**config.mk**
```make
export PLATFORM = sky130hd
export DESIGN_NAME = muldiv_sched
export DESIGN_NICKNAME = d
export VERILOG_FILES = /design/src/rtl/muldiv_sched.sv
export SDC_FILE = /design/constraint.sdc
export NUM_CORES = 1
export LEC_CHECK = 0
export CORE_UTILIZATION = 60
export CTS_BUF_LIST = sky130_fd_sc_hd__clkbuf_16
export DETAILED_ROUTE_END_ITERATION = 10
export GPL_TIMING_DRIVEN = 0
export MAX_ROUTING_LAYER = met4
export PLACE_DENSITY = 0.83
export SLEW_MARGIN = 5
export SYNTH_ARGS = -nofsm -noshare
export SYNTH_HDL_FRONTEND = slang
export SYNTH_SLANG_ARGS = --single-unit
```
**constraint.sdc**
```tcl
create_clock -name i_clk -period 6.9 [get_ports i_clk]
set_input_delay 1.38 -clock i_clk [delete_from_list [all_inputs] [get_ports i_clk]]
set_output_delay 1.38 -clock i_clk [all_outputs]
set_load 0.05 [all_outputs]
```
**src/rtl/muldiv_sched.sv**
```systemverilog
// muldiv_sched: owner of the HI/LO pair and sequencer for the iterative
// 32-step multiply (shift-add) and divide (restoring). Signed operations run
// on operand magnitudes and are sign-corrected in a final FIX cycle.
module muldiv_sched (
  input  logic        i_clk,
  input  logic        i_rst,
  input  logic        i_start,
  input  logic [1:0]  i_alu2Op,
  input  logic [31:0] i_a,
  input  logic [31:0] i_b,
  input  logic        i_mtEn,
  input  logic        i_mtHi,
  input  logic [31:0] i_mtData,
  input  logic        i_rhlVisit,
  input  logic        i_rhlSelRd,
  input  logic        i_flush,
  output logic [31:0] o_rdData,
  output logic [31:0] o_hi,
  output logic [31:0] o_lo,
  output logic        o_busy,
  output logic        o_stall,
  output logic        o_done
);

  typedef enum logic [1:0] {IDLE, CALC, FIX} state_t;

  // Operation encodings: bit 1 selects divide, bit 0 selects signed.
  localparam logic [1:0] OP_MULT = 2'b01;
  localparam logic [1:0] OP_DIV  = 2'b11;

  state_t      r_state;
  state_t      w_nextState;
  logic [4:0]  r_cnt;
  logic [1:0]  r_op;
  logic [31:0] r_absA;
  logic [31:0] r_absB;
  logic        r_signA;
  logic        r_signB;
  logic [63:0] r_prod;
  logic [31:0] r_rem;
  logic [31:0] r_quot;
  logic [31:0] r_hi;
  logic [31:0] r_lo;
  logic        r_done;

  logic        w_signAIn;
  logic        w_signBIn;
  logic [31:0] w_absAIn;
  logic [31:0] w_absBIn;
  logic [63:0] w_addend;
  logic [63:0] w_prodNext;
  logic [4:0]  w_bitIdx;
  logic [32:0] w_remShift;
  logic [32:0] w_trial;
  logic [31:0] w_remNext;
  logic [31:0] w_quotNext;
  logic        w_signsDiffer;
  logic [63:0] w_prodFix;
  logic [31:0] w_quotFix;
  logic [31:0] w_remFix;
  logic        w_commit;

  // Operand magnitudes and signs captured at issue; unsigned ops keep raw values.
  assign w_signAIn = i_alu2Op[0] & i_a[31];
  assign w_signBIn = i_alu2Op[0] & i_b[31];
  assign w_absAIn  = w_signAIn ? -i_a : i_a;
  assign w_absBIn  = w_signBIn ? -i_b : i_b;

  // One shift-add multiply step: add the multiplicand shifted by cnt when multiplier bit[cnt] is set.
  assign w_addend   = {32'b0, r_absA} << r_cnt;
  assign w_prodNext = r_absB[r_cnt] ? (r_prod + w_addend) : r_prod;

  // One restoring-divide step: dividend bits are consumed MSB first.
  assign w_bitIdx   = 5'd31 - r_cnt;
  assign w_remShift = {r_rem, r_absA[w_bitIdx]};
  assign w_trial    = w_remShift - {1'b0, r_absB};
  assign w_remNext  = w_trial[32] ? w_remShift[31:0] : w_trial[31:0];
  assign w_quotNext = w_trial[32] ? r_quot : (r_quot | (32'h1 << w_bitIdx));

  // Sign correction applied in FIX; remainder follows the dividend's sign.
  assign w_signsDiffer = r_signA ^ r_signB;
  assign w_prodFix = ((r_op == OP_MULT) && w_signsDiffer) ? -r_prod : r_prod;
  assign w_quotFix = ((r_op == OP_DIV) && w_signsDiffer) ? -r_quot : r_quot;
  assign w_remFix  = ((r_op == OP_DIV) && r_signA) ? -r_rem : r_rem;

  assign w_commit = (r_state == FIX) && !i_flush;

  // Next-state logic; flush always returns to IDLE and blocks a new issue.
  always_comb begin
    w_nextState = r_state;
    case (r_state)
      IDLE: if (i_start && !i_flush) w_nextState = CALC;
      CALC: begin
        if (i_flush)             w_nextState = IDLE;
        else if (r_cnt == 5'd31) w_nextState = FIX;
      end
      FIX:     w_nextState = IDLE;
      default: w_nextState = IDLE;
    endcase
  end

  // State register.
  always_ff @(posedge i_clk) begin
    if (!i_rst) r_state <= IDLE;
    else        r_state <= w_nextState;
  end

  // Datapath: operand capture, iteration, MTHI/MTLO writes and the FIX commit.
  always_ff @(posedge i_clk) begin
    if (!i_rst) begin
      r_cnt   <= 5'd0;
      r_op    <= 2'b00;
      r_absA  <= 32'd0;
      r_absB  <= 32'd0;
      r_signA <= 1'b0;
      r_signB <= 1'b0;
      r_prod  <= 64'd0;
      r_rem   <= 32'd0;
      r_quot  <= 32'd0;
      r_hi    <= 32'd0;
      r_lo    <= 32'd0;
      r_done  <= 1'b0;
    end else begin
      r_done <= w_commit;
      case (r_state)
        IDLE: begin
          if (!i_flush) begin
            if (i_mtEn) begin
              if (i_mtHi) r_hi <= i_mtData;
              else        r_lo <= i_mtData;
            end
            if (i_start) begin
              r_op    <= i_alu2Op;
              r_absA  <= w_absAIn;
              r_absB  <= w_absBIn;
              r_signA <= w_signAIn;
              r_signB <= w_signBIn;
              r_cnt   <= 5'd0;
              r_prod  <= 64'd0;
              r_rem   <= 32'd0;
              r_quot  <= 32'd0;
            end
          end
        end
        CALC: begin
          if (i_flush) begin
            r_cnt <= 5'd0;
          end else begin
            r_cnt <= r_cnt + 5'd1;
            if (r_op[1]) begin
              r_rem  <= w_remNext;
              r_quot <= w_quotNext;
            end else begin
              r_prod <= w_prodNext;
            end
          end
        end
        FIX: begin
          r_cnt <= 5'd0;
          if (!i_flush) begin
            if (!r_op[1]) begin
              r_hi <= w_prodFix[63:32];
              r_lo <= w_prodFix[31:0];
            end else if (r_absB != 32'd0) begin
              r_hi <= w_remFix;
              r_lo <= w_quotFix;
            end
          end
        end
        default: r_cnt <= 5'd0;
      endcase
    end
  end

  assign o_hi     = r_hi;
  assign o_lo     = r_lo;
  assign o_rdData = i_rhlSelRd ? r_hi : r_lo;
  assign o_busy   = (r_state != IDLE);
  assign o_stall  = i_rhlVisit & o_busy;
  assign o_done   = r_done;

endmodule

```
# Yosys cells after proc, flatten, opt, wreduce, memory -nomap -nowiden
# Index checks and enable logic that the tools add are counted.
[word_totals] inputBits=106 register_bits=268 output_inout_bits=99 elab_cells=118
[op_classes] n_eq_ne=19 n_shift=2 n_addsub=9 bitwise=6 n_mux=48 magnitude_cmp=2 reduce_logical=19
[ops] op="32-bit 2-to-1 mux" n=25
[ops] op="64-bit 2-to-1 mux" n=6
[ops] op="32-bit case mux with 2 select lines" n=4
[ops] op="32-bit negation" n=4
[ops] op="64-bit case mux with 2 select lines" n=1
[ops] op="64-bit adder" n=1
[ops] op="64-bit negation" n=1
[ops] op="32-bit by 5-bit << shifter with 64-bit output" n=1
[ops] op="33-bit by 32-bit subtractor with 33-bit output" n=1
[ops] op="32-bit OR" n=1
[ops] op="32-bit nonzero test" n=1
[ops] op="1-bit by 5-bit << shifter with 32-bit output, first input constant" n=1
[ops] op="2-bit inequality test, second input constant" n=12
[ops] op="6-bit AND reduction" n=4
[ops] op="5-bit 2-to-1 mux" n=3
[ops] op="5-bit by 6-bit less-than comparator with 1-bit output, second input constant" n=2
[ops] op="1-bit binary-select mux with 5-bit select" n=2
[ops] op="5-bit case mux with 2 select lines" n=1
[ops] op="2-bit 2-to-1 mux" n=3
[ops] op="2-bit nonzero test" n=3
[ops] op="5-bit by 1-bit adder with 5-bit output, second input constant" n=1
[ops] op="5-bit == test, second input constant" n=1
[ops] op="1-bit logical AND" n=5
[ops] op="5-bit AND reduction" n=1
[ops] op="14 further kinds" n=20

# Depth between registers and ports, before layout
[depth] word_depth=8 ltp_mapped=24 ltp_nobuf=19

# Least setup slack after synthesis
# Ideal clock, no wire load.
[synth_path] path_kind="flip-flop to flip-flop" from="register r_cnt[1]" to="register r_prod[61]" arrival_time_ns=4.972 stages_incl_launch_ff=19 slack_ns=1.811 synth_period_minus_slack_ns=5.089 path_cell_list="dfxtp_1 -> buf_2 -> buf_2 -> buf_2 -> buf_1 -> buf_2 -> mux4_2 -> a21oi_1 -> mux2i_1 -> a21o_1 -> ha_1 -> clkbuf_1 -> nand4_1 -> or4_1 -> o31a_1 -> o31ai_1 -> a31oi_1 -> xnor2_1 -> a22o_1"
[synth_between] elab_chain_cells=6 elab_cells_between_ends=10
[synth_lines] item="from (decl)" line="33" rtl="logic [4:0] r_cnt;"
[synth_lines] item="from (signal assigned)" line="149" rtl="r_cnt <= r_cnt + 5'd1;"
[synth_lines] item="32-bit by 5-bit << shifter with 64-bit output" line="70" rtl="assign w_addend = {32'b0, r_absA} << r_cnt;"
[synth_lines] item="64-bit adder" line="71" rtl="assign w_prodNext = r_absB[r_cnt] ? (r_prod + w_addend) : r_prod;"
[synth_lines] item="64-bit 2-to-1 mux" line="71"
[synth_lines] item="64-bit 2-to-1 mux" line="150" rtl="if (r_op[1]) begin"
[synth_lines] item="64-bit 2-to-1 mux" line="146" rtl="if (i_flush) begin"
[synth_lines] item="64-bit case mux with 2 select lines" line="125" rtl="case (r_state)"
[synth_lines] item="to (signal assigned)" line="154" rtl="r_prod <= w_prodNext;"
[synth_lines] item="to (decl)" line="39" rtl="logic [63:0] r_prod;"
# Several ways; a longest one is shown, not always the timed one. The select of a mux whose other input is x is not followed.
# A chain may end at the register's enable or synchronous reset.

# Worst setup path in the final report
[layout_path] from="register r_cnt[1]" to="register r_prod[49]"
# Same word-level chain as after synthesis.

==> flow_summary.json <==
{
  "slew_viol_final": 0,
  "hp-start": "r_prod[63]$_SDFFE_PN0P_",
  "arrival_ns": 7.15,
  "crit_top_cell": "buf_2",
  "p_leak_uw": 0.009801,
  "drc": 0,
  "internal_power_uw": 2786,
  "seq_area_frac_synth_pct": 24.01,
  "slew_headroom_pct": 5.867,
  "grt_max_degree": 16,
  "fill_cells": 3055,
  "worstSetupStartpoint": "r_cnt[1]$_SDFFE_PN0P_",
  "worstMarginPinSlew_ns": 1.404,
  "post-route-util_pct": 70.92,
  "initial_core_util_pct": 61.04,
  "clk_transition_reported_paths_ns": 0.07,
  "grtUsageTotal_pct": 46.69,
  "final.setup_skew_ns": 0.04758,
  "syn2layout_area_growth_pct": 16.18,
  "cts_root_buffer": "clkbuf_16",
  "hold_viol": 0,
  "crit_buf_inv": 4,
  "core_area_um2": 36610,
  "comb_power_share_pct": 20.5,
  "grt_antenna_before_repair": 1,
  "path_max_fanout": 10,
  "synth_warnings": 0,
  "rr_startpoint": "r_cnt[1]$_SDFFE_PN0P_",
  "fin_crit_sh_pct": 96.48,
  "dieArea_um2": 38020,
  "grt_setup_unrepaired": "no",
  "dieWidth_um": 195.0,
  "power.switching_uw": 1349,
  "fmax_ghz": 0.1502,
  "maxCapViolCount": 0,
  "grt_pass1_vias": 23260,
  "syn-num-nets": 3232,
  "dieHeight_um": 195.0,
  "ant_nets": 0,
  "diodes": 0,
  "synth.avg_cell_area_um2": 7.407,
  "drive_above_1_share_pct": 5.315,
  "setup_viol": 0,
  "fin_area_um2": 25960,
  "slowest_delay_ns": 0.77,
  "postSynth.asyncResetShare_pct": 0,
  "dp_hpwl_um": 70700,
  "grt_remaining_overflow": 0,
  "syn_area_um2": 22350,
  "crit_family": "compound AO/OA/AOI/OAI gates",
  "avgViaCountPerCell": 6.768,
  "cts.path.max_buffers": 3,
  "cts_tree": "built",
  "place_area_um2": 24950,
  "synth_top_flop_cell": "dfxtp_1",
  "p_per_area_nw_per_um2": 159.2,
  "clkSinkCount": 268,
  "switching_share_pct": 32.62,
  "hold_class": "reg -> reg",
  "synth_edf_count": 0,
  "syn-instance-count": 3017,
  "ys_types": 76,
  "crit_path_top_delay_cell": "o21ai_0",
  "hold_slack_ns": 0.4926,
  "h-tree-depth": 1,
  "drtPass1Iterations": 8,
  "clk_latency_ns": 0.62,
  "cts_buffers": 30,
  "required_ns": 7.39,
  "ys_ff_latch": 268,
  "wl_per_cell_um": 23.68,
  "io_buffers": 201,
  "post-cts-setup-buffer-count": 0,
  "pwr-share-seq_pct": 40.1,
  "placementRows": 70,
  "wl_um": 88590,
  "crit_type": "reg -> reg",
  "outcome": "completed",
  "num_vias": 25330,
  "drt_iter0_markers": 3060,
  "routabilityCongestion": 1.109,
  "grt_pass1_wl_um": 135100,
  "ir_drop_v": 0.0002170,
  "p_clk_share_pct": 39.3,
  "fin_nets": 3465,
  "path_cells": "buf_2, buf_2, buf_2, buf_2, mux2_2, o21ai_0, o22ai_1, and2_1, ha_1, nand2_1, a211o_1, o21ai_0, a211oi_1, o31a_1, o31ai_2, a21oi_1, xnor2_1, o21ai_0",
  "min_period_ns": 6.657,
  "ios": 205,
  "cp-start-kind": "flop",
  "cp-end-kind": "flop"
}
==> flip-flops by register name, indices dropped and copies added, names as in the netlist, 2 cells and up <==
name     cells
r_rem       32
r_op         2
r_prod      64
o_lo        32
r_cnt        5
o_hi        32
r_absA      32
r_quot      32
r_absB      32
r_state      2
==> routing by layer <==
metal / wire length [um] / global-route usage (%) / part of all wire (%)
met1: 33680 / 58.38 / 38
met2: 38360 / 71.83 / 43
met3: 10820 / 8.549 / 12
met4: 5727 / 24.38 / 6.5
met5: 0 / - / 0
==> synth_stat cells (39+ instances only) <==
master / n / share of area [%]
o211ai_1: 46 / 1.5
dfxtp_1: 268 / 24
mux2_2: 45 / 2.3
inv_1: 93 / 1.6
nor3_1: 65 / 1.5
ha_1: 107 / 6.0
xnor2_1: 127 / 5.0
or3_1: 39 / 1.1
a21o_1: 56 / 1.9
clkbuf_1: 156 / 2.6
a21oi_1: 246 / 5.5
a211oi_1: 79 / 2.7
xor2_1: 116 / 4.5
a31oi_1: 72 / 2.0
o21ai_0: 286 / 6.4
nand2_1: 389 / 6.5
nor2_1: 261 / 4.4
mux2i_1: 68 / 3.0
==> worst register-to-register path: stages, from the launching register on <==
cell	delay, ns
dfxtp_1	0.36
buf_2	0.22
buf_2	0.34
buf_2	0.32
buf_2	0.33
mux2_2	0.38
o21ai_0	0.77
o22ai_1	0.34
and2_1	0.30
ha_1	0.37
nand2_1	0.13
a211o_1	0.27
o21ai_0	0.58
a211oi_1	0.29
o31a_1	0.41
o31ai_2	0.61
a21oi_1	0.27
xnor2_1	0.19
o21ai_0	0.08
==> path summary, 6_finish.rpt <==
path	cells after the start	endpoint	slack [ns]
min	2	r_prod[63]$_SDFFE_PN0P_	0.49
max	18	r_prod[49]$_SDFFE_PN0P_	0.24
max reg2reg	18	r_prod[49]$_SDFFE_PN0P_	0.24
min reg2reg	2	r_prod[63]$_SDFFE_PN0P_	0.49
==> repair_timing <==
action                                  4_1_cts  5_1_grt
endpoints found under the setup margin        4       43
resized for setup                             2        8
hold buffers                                  0        0
==> cell type report <==
type | count | area, um2 | share of cell area, %
clock buffer | 30 | 750.7 | 2.891
sequential | 268 | 5365 | 20.66
clock inverter | 26 | 231.5 | 0.8915
timing repair buffer | 201 | 2012 | 7.749
buffer | 198 | 767.0 | 2.954
multi-input combinational | 2455 | 15890 | 61.21
inverter | 96 | 360.3 | 1.388
tap | 468 | 585.6 | 2.255
==> per-stage QoR <==
stage | worst slack [ns] | cells | setup TNS, ns | power (uW)
3_3_place_gp | -0.01132 | 3686 | -0.01132 | 2490
6_report | 0.2429 | 3742 | 0 | 4134
4_1_cts | 0.1450 | 3742 | 0 | 4097
2_1_floorplan | 1.811 | 3017 | 0 | 2196
3_5_place_dp | -0.04449 | 3686 | -0.06726 | 2508
5_1_grt | 0.1129 | 3742 | 0 | 4238
==> power by group through the flow <==
| stage | combinational [uW] | clock (uW) | sequential, uW |
|---|---|---|---|
| finish | 849 | 1630 | 1660 |
| global route | 898 | 1680 | 1660 |
| CTS | 825 | 1620 | 1650 |
| global placement | 804 | 0 | 1690 |
| detailed placement | 819 | 0 | 1690 |
| floorplan | 468 | 0 | 1730 |
==> layout by cell type, fill, tap and decap left out, types with 24 or more instances in the layout <==
master,count
a21o_1,56
and2_1,28
xor2_1,115
clkbuf_1,156
nand2_1,389
mux2i_1,67
nor3_1,65
mux2_2,45
mux4_2,27
inv_1,93
nand4_1,32
a211oi_1,79
nand3_1,37
ha_1,107
a31oi_1,71
o31ai_1,34
o21ai_0,286
clkdlybuf4s50_1,201
clkbuf_16,30
dfxtp_1,268
o211ai_1,46
or3_1,39
nor2_1,261
nor4_1,24
a21oi_1,245
xnor2_1,127
==> cell families after synthesis <==
kind of cell             share of synthesized area, %
flip-flops                                      24.01
XOR/XNOR                                        9.524
AND/OR/NAND/NOR                                 20.03
buffers and inverters                           5.028
adder cells (fa/ha/maj)                         6.170
AO/OA/AOI/OAI                                   27.21
multiplexers                                    8.034
Note: power is estimated with default switching activity, not from simulation.
